<file path="src/rtl/cw305_reg_ml_mac.sv">
// cw305_reg_ml_mac: register-bus programmable dense layer (signed MAC with saturation/ReLU)
module cw305_reg_ml_mac #(
    parameter int pBYTECNT_SIZE = 7,
    parameter int pADDR_WIDTH   = 21,
    parameter int pINPUTCNT     = 4,
    parameter int pOUTPUTCNT    = 4,
    parameter int pDATA_WIDTH   = 8,
    parameter int pACC_WIDTH    = 24
) (
    input  logic                                 usb_clk,
    input  logic                                 resetn,
    input  logic [pADDR_WIDTH-pBYTECNT_SIZE-1:0] reg_address,
    input  logic [pBYTECNT_SIZE-1:0]             reg_bytecnt,
    input  logic [7:0]                           write_data,
    output logic [7:0]                           read_data,
    input  logic                                 reg_read,
    input  logic                                 reg_write,
    input  logic                                 reg_addrvalid,
    output logic                                 trigger
);
    localparam int AW = pADDR_WIDTH - pBYTECNT_SIZE;
    localparam int DB = pDATA_WIDTH / 8;
    localparam int AB = pACC_WIDTH / 8;
    localparam int NW = pINPUTCNT * pOUTPUTCNT;
    localparam int PW = 2 * pDATA_WIDTH;
    localparam int SW = pACC_WIDTH + 1;
    localparam int IW = pINPUTCNT > 1 ? $clog2(pINPUTCNT) : 1;
    localparam int OW = pOUTPUTCNT > 1 ? $clog2(pOUTPUTCNT) : 1;
    localparam logic [AW-1:0] A_IN = AW'(0), A_W = AW'(1), A_B = AW'(2), A_OUT = AW'(3);
    localparam logic [AW-1:0] A_CTRL = AW'(4), A_STAT = AW'(5), A_CYC = AW'(6);
    localparam logic signed [pACC_WIDTH-1:0] MAXV = {1'b0, {(pACC_WIDTH-1){1'b1}}};
    localparam logic signed [pACC_WIDTH-1:0] MINV = {1'b1, {(pACC_WIDTH-1){1'b0}}};

    typedef enum logic [2:0] {IDLE, LOAD, MAC, STORE, DONE} state_e;

    state_e                         state_q;
    logic signed [pDATA_WIDTH-1:0]  x_q [pINPUTCNT];
    logic signed [pDATA_WIDTH-1:0]  w_q [NW];
    logic signed [pACC_WIDTH-1:0]   b_q [pOUTPUTCNT];
    logic signed [pACC_WIDTH-1:0]   out_q [pOUTPUTCNT];
    logic signed [pACC_WIDTH-1:0]   acc_q;
    logic [IW-1:0]                  i_q;
    logic [OW-1:0]                  o_q;
    logic                           busy_q, done_q, ovf_q, relu_q;
    logic [15:0]                    cyc_q;
    logic [7:0]                     rd_q, rd_d;

    logic signed [pDATA_WIDTH-1:0]  x_s, w_s;
    logic signed [pACC_WIDTH-1:0]   b_s, sat;
    logic signed [PW-1:0]           prod;
    logic signed [SW-1:0]           sum;
    logic                           wr, ctrl_wr, go, ovf_now;

    assign wr      = reg_addrvalid & reg_write & ~busy_q;
    assign ctrl_wr = wr & (reg_address == A_CTRL) & (reg_bytecnt == '0);
    assign go      = ctrl_wr & write_data[0];

    always_comb begin
        x_s = '0;
        w_s = '0;
        b_s = '0;
        for (int k = 0; k < pINPUTCNT; k++) if (int'(i_q) == k) x_s = x_q[k];
        for (int k = 0; k < NW; k++) if (int'(o_q) * pINPUTCNT + int'(i_q) == k) w_s = w_q[k];
        for (int k = 0; k < pOUTPUTCNT; k++) if (int'(o_q) == k) b_s = b_q[k];
    end

    // sum is one bit wider than the accumulator so overflow shows as a sign-bit disagreement
    assign prod    = PW'(x_s) * PW'(w_s);
    assign sum     = SW'(acc_q) + SW'(prod);
    assign ovf_now = sum[SW-1] ^ sum[SW-2];
    assign sat     = ovf_now ? (sum[SW-1] ? MINV : MAXV) : sum[SW-2:0];

    always_comb begin
        rd_d = '0;
        for (int k = 0; k < pINPUTCNT; k++)
            for (int b = 0; b < DB; b++)
                if (reg_address == A_IN && int'(reg_bytecnt) == k*DB+b) rd_d = x_q[k][8*b +: 8];
        for (int k = 0; k < NW; k++)
            for (int b = 0; b < DB; b++)
                if (reg_address == A_W && int'(reg_bytecnt) == k*DB+b) rd_d = w_q[k][8*b +: 8];
        for (int k = 0; k < pOUTPUTCNT; k++)
            for (int b = 0; b < AB; b++) begin
                if (reg_address == A_B && int'(reg_bytecnt) == k*AB+b) rd_d = b_q[k][8*b +: 8];
                if (reg_address == A_OUT && int'(reg_bytecnt) == k*AB+b) rd_d = out_q[k][8*b +: 8];
            end
        if (reg_address == A_CTRL && reg_bytecnt == '0) rd_d = {6'b0, relu_q, 1'b0};
        if (reg_address == A_STAT && reg_bytecnt == '0) rd_d = {5'b0, ovf_q, done_q, busy_q};
        if (reg_address == A_CYC && int'(reg_bytecnt) == 0) rd_d = cyc_q[7:0];
        if (reg_address == A_CYC && int'(reg_bytecnt) == 1) rd_d = cyc_q[15:8];
    end

    always_ff @(posedge usb_clk or negedge resetn) begin
        if (!resetn) begin
            for (int k = 0; k < pINPUTCNT; k++) x_q[k] <= '0;
            for (int k = 0; k < NW; k++) w_q[k] <= '0;
            for (int k = 0; k < pOUTPUTCNT; k++) b_q[k] <= '0;
            rd_q <= '0;
        end else begin
            for (int k = 0; k < pINPUTCNT; k++)
                for (int b = 0; b < DB; b++)
                    if (wr && reg_address == A_IN && int'(reg_bytecnt) == k*DB+b) x_q[k][8*b +: 8] <= write_data;
            for (int k = 0; k < NW; k++)
                for (int b = 0; b < DB; b++)
                    if (wr && reg_address == A_W && int'(reg_bytecnt) == k*DB+b) w_q[k][8*b +: 8] <= write_data;
            for (int k = 0; k < pOUTPUTCNT; k++)
                for (int b = 0; b < AB; b++)
                    if (wr && reg_address == A_B && int'(reg_bytecnt) == k*AB+b) b_q[k][8*b +: 8] <= write_data;
            if (reg_addrvalid && reg_read) rd_q <= rd_d;
        end
    end

    // busy and done change on the same edge so software never sees both low mid-run
    always_ff @(posedge usb_clk or negedge resetn) begin
        if (!resetn) begin
            state_q <= IDLE;
            for (int k = 0; k < pOUTPUTCNT; k++) out_q[k] <= '0;
            acc_q   <= '0;
            i_q     <= '0;
            o_q     <= '0;
            busy_q  <= 1'b0;
            done_q  <= 1'b0;
            ovf_q   <= 1'b0;
            relu_q  <= 1'b0;
            cyc_q   <= '0;
        end else begin
            if (ctrl_wr) relu_q <= write_data[1];
            if (busy_q && cyc_q != 16'hFFFF) cyc_q <= cyc_q + 16'd1;
            case (state_q)
                IDLE, DONE: begin
                    state_q <= go ? LOAD : IDLE;
                    if (go) begin
                        busy_q <= 1'b1;
                        done_q <= 1'b0;
                        ovf_q  <= 1'b0;
                        cyc_q  <= '0;
                        o_q    <= '0;
                    end
                end
                LOAD: begin
                    acc_q   <= b_s;
                    i_q     <= '0;
                    state_q <= MAC;
                end
                MAC: begin
                    acc_q <= sat;
                    if (ovf_now) ovf_q <= 1'b1;
                    if (int'(i_q) == pINPUTCNT-1) state_q <= STORE;
                    else i_q <= i_q + IW'(1);
                end
                STORE: begin
                    for (int k = 0; k < pOUTPUTCNT; k++)
                        if (int'(o_q) == k) out_q[k] <= (relu_q && acc_q[pACC_WIDTH-1]) ? '0 : acc_q;
                    if (int'(o_q) == pOUTPUTCNT-1) begin
                        state_q <= DONE;
                        busy_q  <= 1'b0;
                        done_q  <= 1'b1;
                    end else begin
                        o_q     <= o_q + OW'(1);
                        state_q <= LOAD;
                    end
                end
                default: state_q <= IDLE;
            endcase
        end
    end

    assign read_data = rd_q;
    assign trigger   = busy_q;
endmodule

</file>
<file path="config.mk">
export PLATFORM = sky130hd
export DESIGN_NAME = cw305_reg_ml_mac
export DESIGN_NICKNAME = d
export VERILOG_FILES = /design/src/rtl/cw305_reg_ml_mac.sv
export SDC_FILE = /design/constraint.sdc
export NUM_CORES = 1
export LEC_CHECK = 0
export ABC_AREA = 1
export BUFFER_PORTS_ARGS = -buffer_cell sky130_fd_sc_hd__buf_2
export CAP_MARGIN = 10
export CORE_ASPECT_RATIO = 0.5
export CORE_MARGIN = 4
export CORE_UTILIZATION = 53
export DETAILED_ROUTE_END_ITERATION = 8
export PLACE_DENSITY = 0.66
export SETUP_SLACK_MARGIN = 0.05
export SYNTH_ARGS = -nofsm -noshare
export SYNTH_HDL_FRONTEND = slang
export SYNTH_SLANG_ARGS = --single-unit
</file>
<file path="constraint.sdc">
create_clock -name usb_clk -period 10.5 [get_ports usb_clk]
set_input_delay 2.1 -clock usb_clk [delete_from_list [all_inputs] [get_ports usb_clk]]
set_output_delay 2.1 -clock usb_clk [all_outputs]
set_load 0.01 [all_outputs]
</file>
==> summary by stage, run 1 <==
STA
On the final layout, the worst clock skew is 0.03355 ns. The final critical path takes up 92.01% of the cycle. The number of hold violations in the final report was 0.

The max-slew violation count was 0. The worst hold slack across all endpoints is 0.4676 ns. For the pin with the worst max-slew slack, the measured transition is 1.274 ns. The achievable clock frequency is 103.5 MHz.

The worst slew slack as a fraction of its limit is about 15%. The final total negative setup slack is 0 ns. Setup violations remaining at the end of the flow were counted as 0.

The time the worst path needs with I/O delays and setup is about 9.7 ns. Setup repair after global routing left no endpoint under its margin.

Worst setup path
The critical path's most frequent cell is nand2_1. In this design, the stage delay of the slowest critical-path cell is 0.56 ns. The worst setup path category is reg -> reg. Along the worst path, the maximum fanout reaches 15.

Counting cells, the worst reg-to-reg path comes to 55. The worst reg2reg path endpoint is acc_q[20]$_DFFE_PN0P_. STA puts the critical path data arrival time at 10.15 ns.

The register-to-register path setup slack is 0.84 ns. At the worst endpoint, the required time is 10.99 ns. The cell with the largest stage delay on the worst path is fa_1.

The worst setup path is launched from a flop. The worst register-to-register path begins at i_q[1]$_DFFE_PN0P_. The element type at the critical path end is a flop.

GRT
The first-pass GRT wire length is roughly 130,000 um. Entering global routing, the biggest net connects around 170 pins. The total overflow left after global routing is 0.

The number of global-route vias before repair is approximately 22,000. The initial antenna violation count is 1. Global routing consumed, over all layers together, between 30% and 40% of the routing resources.

Route
Summed over all layers, the routed wires come to between 80,000 and 90,000 um. After detailed routing, the number of vias per cell comes to about 5.8. The first-pass detailed-route iteration total is 8. The count of unresolved DRC violations after routing is 0. In this run, the number of DRC markers left after iteration 0 of detailed routing was 2,743.

Detailed routing inserted a total of 22,780 vias. In the final routed layout, each cell accounts on average for roughly 22 um. The detail route stage leaves a number of antenna-violating nets equal to 0.

Clock tree
The clock insertion delay at the later pin of the skew report is roughly 0.60 ns. Clock-pin slew was measured on the worst setup and hold paths at roughly 0.07 ns. The clock root buffer master is clkbuf_16. After clock tree synthesis, the setup repair step added 0 buffers.

The maximum level of the CTS H-tree is 2. The TritonCTS clock tree is built. No sink is reached through more buffers than the 3 on the longest clock path. The clock sink count is between 400 and 500. The number of clock buffers added by TritonCTS is 40.

Power and ir drop
VDD sags by at most around 0.41 mV. For this design the ratio of total power to cell area is 257.7 nW/um^2. The cell leakage power is approximately 13 nW.

Synthesis
In this run, synthesis inferred 0 flip-flops with an integrated enable. A synthesized cell averages 7.820 um^2. Of the total synthesized cell area, the portion taken by AND, OR, NAND and NOR gates is 22.32%. The share of the synthesized netlist area taken by xor and xnor gates is between 1 and 1.5%.

For this run, asynchronously set or reset flops after synthesis account for 100.0%. Of the synthesized area, sequential elements account for 39.90%. The predominant post-synthesis flop cell is dfrtp_1. In this run, synthesis produced a sequential element count of slightly above 400. The adder and majority cell fraction of the synthesized area is 11.57%. The distinct cell type count after synthesis is between 40 and 50.

After synthesis, the largest family of logic cells by area is simple AND/OR/NAND/NOR gates. The Yosys step of the flow raised 0 warnings. The cell count after synthesis is 3,296. The cell area after technology mapping is 25,780 um^2. Measured against the total synthesized area, the mux share comes to 2.490%. The number of nets handed over by synthesis was 3,503. Summing the areas of all compound-gate instances in the mapped netlist gives 14.67% of the synthesized area.

Floorplan
The number of rows created at floorplan is 56. In this run the horizontal extent of the chip is 319.9 um. The y dimension of the die is 163.9 um. The initial cell density of the core is between 50% and 60%. The total die area is 52,440 um^2. The total area inside the core boundary comes to 47,440 um^2.

The count of pins on the block boundary is 43.

Cells and area
The leading cell type in the layout, fill and taps excluded is nand2_1. The total number of nets in the final design is 3,484. The area growth from synthesis to final layout is 8.310%. For this run, the number of standard cells in the final layout without fillers is 3,949. Leaving out fill and tap cells, the most frequent cells in the layout are nand2_1, dfrtp_1, o21ai_0. Of the cells placed in the final design, the portion with a size suffix greater than 1 is 8.371%.

After routing the design area is 27,920 um^2.

Placed design
Buffers placed on the I/O ports in this run total 42. At the end of routability-driven placement, the weighted congestion stood at 0.9777. The area after detailed placement is around 27,000 um^2. In this run, placement finished with an instance count of 3,872. The detailed-placement wirelength estimate is 63,400 um.

Worst hold path
The end point of the worst hold path is out_q[11]$_DFFE_PN0P_. The worst hold path stage count is 2. The worst hold path begins at out_q[11]$_DFFE_PN0P_. The path class of the tightest hold or removal check is reg -> reg.

Run
The reported max-cap violation count is 0.

Outcome
The flow ran to the end, and the final reports show no timing, DRC or antenna violations.
[registers in the layout, indices dropped and copies added, names as in the netlist]
| signal | count |
|---|---|
| w_q | 128 |
| b_q | 96 |
| out_q | 96 |
| x_q | 32 |
| acc_q | 24 |
| cyc_q | 16 |
| read_data | 8 |
| state_q | 3 |
| i_q | 2 |
| o_q | 2 |
| done_q | 1 |
| ovf_q | 1 |
| relu_q | 1 |
| trigger | 1 |
[through the flow]
step	util, %	power, mW	worst slack, ns
after floorplan	-	4.695	1.882
after global placement	55.90	5.590	0.7761
after detailed placement	55.90	5.623	0.5431
after CTS	58.79	7.195	0.4938
after global routing	58.84	7.762	0.04995
final	58.85	7.194	0.8392
[kinds of logic after synthesis]
family,Yosys count
compound gates,683
xor+xnor,31
fa+ha+maj,173
buf+inv,540
flops,411
mux,57
simple gates,1401
[layout make-up]
cell class,instances,area (um^2)
antenna,2,5.005
clock buffer,52,1106
clock inverter,22,261.5
fill,4371,19520
inverter,411,1548
multi-input combinational,2345,13470
sequential,411,10280
tap,638,798.3
timing repair buffer,68,447.9
[synth_stat cells, types with 2 or more instances]
cell type / count / area share (%)
nand2_2: 9 / 0.22
nor3_1: 18 / 0.35
a31oi_1: 6 / 0.15
inv_4: 2 / 0.049
a22oi_1: 25 / 0.73
o21ai_0: 397 / 7.7
clkinv_1: 4 / 0.058
dfrtp_1: 411 / 40
or2_2: 9 / 0.22
a21oi_2: 5 / 0.17
buf_2: 4 / 0.078
and3_1: 2 / 0.049
o221ai_1: 13 / 0.44
mux2_2: 57 / 2.5
fa_1: 109 / 8.5
a32oi_1: 6 / 0.20
a211oi_1: 3 / 0.087
nand3_1: 94 / 1.8
nand3_2: 3 / 0.12
a311oi_1: 3 / 0.10
or2_1: 3 / 0.073
nor2_8: 2 / 0.16
o211ai_1: 34 / 0.99
nor2_4: 3 / 0.13
inv_1: 397 / 5.8
buf_6: 2 / 0.087
o21ai_1: 17 / 0.33
clkbuf_1: 119 / 1.7
o22ai_1: 5 / 0.12
ha_1: 64 / 3.1
inv_2: 8 / 0.12
xor2_1: 15 / 0.51
nand2_1: 915 / 13
o211ai_2: 10 / 0.49
nand4_1: 58 / 1.4
buf_1: 4 / 0.058
xnor2_1: 15 / 0.51
nor2_2: 15 / 0.36
a21oi_1: 155 / 3.0
nor2_1: 266 / 3.9
[worst max-delay path by stage]
| stage | start | end | depth (start not counted) | slack (ns) |
|---|---|---|---|---|
| detailed placement | o_q[0]$_DFFE_PN0P_ | acc_q[0]$_DFFE_PN0P_ | 57 | 0.54 |
| global placement | o_q[0]$_DFFE_PN0P_ | acc_q[20]$_DFFE_PN0P_ | 57 | 0.78 |
| global route | i_q[1]$_DFFE_PN0P_ | acc_q[20]$_DFFE_PN0P_ | 55 | 0.05 |
| CTS | o_q[0]$_DFFE_PN0P_ | acc_q[20]$_DFFE_PN0P_ | 57 | 0.49 |
| floorplan | o_q[0]$_DFFE_PN0P_ | ovf_q$_DFFE_PN0P_ | 58 | 1.88 |
| finish | i_q[1]$_DFFE_PN0P_ | acc_q[20]$_DFFE_PN0P_ | 55 | 0.84 |
[worst max-delay path: cells and delay by family (launching register included)]
family | cells | cell delay [ns]
AO/OA/AOI/OAI | 23 | 3.09
adder cells (fa/ha/maj) | 7 | 3.07
AND/OR/NAND/NOR | 19 | 1.88
buffers and inverters | 4 | 0.70
XOR/XNOR | 2 | 0.44
flip-flops | 1 | 0.37
[metal layers]
layer | vias to the layer above | track usage [%] | share of wire [%]
met5 | - | 0 | 0
met4 | 0 | 8.184 | 2.6
met3 | 161 | 11.50 | 12
met2 | 1077 | 48.32 | 42
met1 | 10940 | 47.57 | 44
li1 | 10600 | - | -
[where the power goes]
| group | internal (mW) | switching [mW] | leakage, nW |
|---|---|---|---|
| Clock | 0.856 | 0.705 | 0.666 |
| Combinational | 1.43 | 2.45 | 6.75 |
| Sequential | 1.69 | 0.0514 | 5.63 |
[what timing repair did]
item                                    4_1_cts  5_1_grt
gates resized for setup                       0        4
endpoints found under the setup margin        0       24
hold buffers                                  0        0
Note: power is estimated with default switching activity, not from simulation.
==> inputs of run 2 (changes only) <==
- GPL_ROUTABILITY_DRIVEN: default -> 0
- MAX_ROUTING_LAYER: default -> met4
- PLACE_DENSITY: 0.66 -> 0.69
==> run 2 against run 1 <==
Net effect: wire length shrank 5.4%; clock power about the same; global-route usage is 0.91 points lower; count of clock-buffer cells in the layout is 3 higher; via count is 0.47% higher.
==> summary by stage, run 2 (synthesis results as in run 1) <==
Outcome
Outcome: complete, no violations (unchanged).

Floorplan
The placeable core area is 47,440 um^2 (unchanged). The number of rows created at floorplan is 56 (unchanged). The count of pins on the block boundary is 43 (unchanged). The total die area was 52,440 um^2 (unchanged). The chip width was 319.9 um (unchanged).

The y dimension of the die is 163.9 um (unchanged). The initial cell density of the core is 54.34% (unchanged).

Route
The first-pass detailed-route iteration total came to 6 (was 8). The average wire per standard cell is 20.71 um (was 21.89 um). The final antenna-violating net count is 0 (unchanged). The via count came to 22,880 (was 22,780). The count of unresolved DRC violations after routing is 0 (unchanged).

The number of DRC markers in iteration 0 is 3,008 (was 2,743). The total wire length after detailed routing is 81,750 um (was 86,450 um). The via count normalized by instance count is 5.796 (was 5.768).

Cells and area
The share of layout cells above drive strength 1 came to 8.369% (was 8.371%). The count of inserted antenna diode cells came to 0 (was 2). Most frequent cells in the layout: nand2_1, dfrtp_1, o21ai_0 (unchanged).

Top Registers: w_q: 128 flops, b_q: 96 flops, out_q: 96 flops (unchanged). The total number of nets in the final design is 3,489 (was 3,484). The number of flip-flops under the largest register name is 128 (unchanged).

The leading cell type in the layout, fill and taps excluded is nand2_1 (unchanged). The area growth from synthesis to final layout is 8.451% (was 8.310%). The largest register by flop count is w_q (unchanged).

STA
The time the worst path needs with I/O delays and setup is 9.682 ns (was 9.661 ns). The max-slew violation count came to 0 (unchanged). The setup skew after layout is 0.03386 ns (was 0.03355 ns). The achievable clock frequency came to 103.3 MHz (was 103.5 MHz). The final total negative setup slack was 0 ns (unchanged). The number of hold violations in the final report is 0 (unchanged). The transition at the pin with the smallest max-transition slack is 1.228 ns (was 1.274 ns).

RSZ-0062 raised after global routing: no (unchanged). The final clock period utilization by the worst path is 92.21% (was 92.01%). The worst slew slack as a fraction of its limit was 17.83% (was 14.78%). The count of final setup violators is 0 (unchanged).

Worst setup path
The data required time at the worst endpoint came to 11.00 ns (was 10.99 ns). The worst setup path category was reg -> reg (unchanged). The element type at the critical path end is a flop (unchanged).

The maximum single-stage delay on the critical path came to 0.57 ns (was 0.56 ns). The worst-path maximum fanout is 15 (unchanged). The cell with the largest stage delay on the worst path is fa_1 (unchanged). The critical path's most frequent cell is nand2_1 (unchanged). The endpoint arrival time on the critical path is 10.18 ns (was 10.15 ns). The critical path launch point type is a flop (unchanged).

Clock tree
The clock transition at the register clock pins on the worst setup and hold paths after CTS is 0.07 ns (about the same). The clock sink count was 411 (unchanged). The maximum level of the CTS H-tree was 2 (unchanged). The TritonCTS clock tree is built (unchanged). The maximum count of clock buffers along a single path is 3 (unchanged).

The clock insertion delay at the later pin of the skew report was 0.59 ns (was 0.60 ns). The clock root buffer master was clkbuf_16 (unchanged). The number of buffers created by CTS is 39 (was 40).

GRT
The pin count of the biggest net entering global routing is 166 (was 168). The first-pass GRT wire length is 126,400 um (was 131,900 um). The total congestion overflow after global routing is 0 (unchanged). The global routing usage summed across all routing layers came to 32.25% (was 33.16%). The number of global-route vias before repair came to 21,660 (was 21,520). The initial antenna violation count was 0 (was 1).

Power and ir drop
The worst voltage drop across the vdd grid was 0.3093 mV (was 0.4139 mV). The areal power density over the cells is 259.6 nW/um^2 (was 257.7 nW/um^2). The final total power was 7.256 mW (was 7.194 mW). The cell leakage power was 13.07 nW (was 13.05 nW).

Placed design
The count of port buffers added during placement is 42 (unchanged). The detailed-placement wirelength estimate was 60,110 um (was 63,400 um).

Worst hold path
The worst hold path class is reg -> reg (unchanged).

Run
The reported max-cap violation count is 0 (unchanged).
[run 2: worst max-delay path, delay by kind of cell, from the launching register on]
family,cells,cell delay [ns]
AND/OR/NAND/NOR,19,1.70
AO/OA/AOI/OAI,23,3.25
adder cells (fa/ha/maj),7,3.07
flip-flops,1,0.40
buffers and inverters,4,0.72
XOR/XNOR,2,0.46
[run 2: worst paths after layout]
kind / start / to / slack [ns] / depth (start not counted)
min in group asynchronous: resetn / cyc_q[3]$_DFF_PN0_ / 1.56 / 1
min reg2reg: out_q[12]$_DFFE_PN0P_ / out_q[12]$_DFFE_PN0P_ / 0.48 / 2
max: i_q[1]$_DFFE_PN0P_ / acc_q[17]$_DFFE_PN0P_ / 0.82 / 55
max reg2reg: i_q[1]$_DFFE_PN0P_ / acc_q[17]$_DFFE_PN0P_ / 0.82 / 55
max in group asynchronous: resetn / w_q[58]$_DFFE_PN0P_ / 7.47 / 2
min: out_q[12]$_DFFE_PN0P_ / out_q[12]$_DFFE_PN0P_ / 0.48 / 2
[run 2: final cells by class]
type                       instances  area, um^2
clock buffer                      55        1136
clock inverter                    14       226.5
tap                              638       798.3
multi-input combinational       2345       13470
sequential                       411       10280
fill                            4321       19480
inverter                         411        1551
timing repair buffer              74       485.5
[run 2: repair_timing]
action | 4_1_cts | 5_1_grt
hold buffers | 0 | 0
setup buffers | 0 | 4
endpoints found under the setup margin | 0 | 24
resized for setup | 0 | 8
[run 2: layer usage]
metal  GRT usage (%)  vias up  part of all wire, %
met1           44.23    10930                   42
met3           11.24      141                   13
met4           8.245        0                  2.7
li1                -    10600                    -
met2           45.89     1216                   42
met5               -        -                    0
[run 2: power by group]
group / total (mW) / switching (mW) / internal, mW
clock: 1.55 / 0.667 / 0.882
sequential: 1.74 / 0.0484 / 1.69
combinational: 3.96 / 2.51 / 1.46
total: 7.26 / 3.22 / 4.03
[run 2: per-stage QoR]
| stage | worst slack, ns | instance area, um^2 | util, % | hold slack (ns) | instances |
|---|---|---|---|---|---|
| floorplan | 1.882 | 25780 | - | 0.4367 | 3296 |
| global placement | 0.7480 | 26540 | 55.95 | 0.4487 | 3875 |
| detailed placement | 0.4619 | 26540 | 55.95 | 0.4588 | 3875 |
| CTS | 0.4375 | 27900 | 58.82 | 0.4749 | 3944 |
| global route | 0.06995 | 27950 | 58.93 | 0.4963 | 3948 |
| finish | 0.8178 | 27950 | 58.93 | 0.4755 | 3948 |
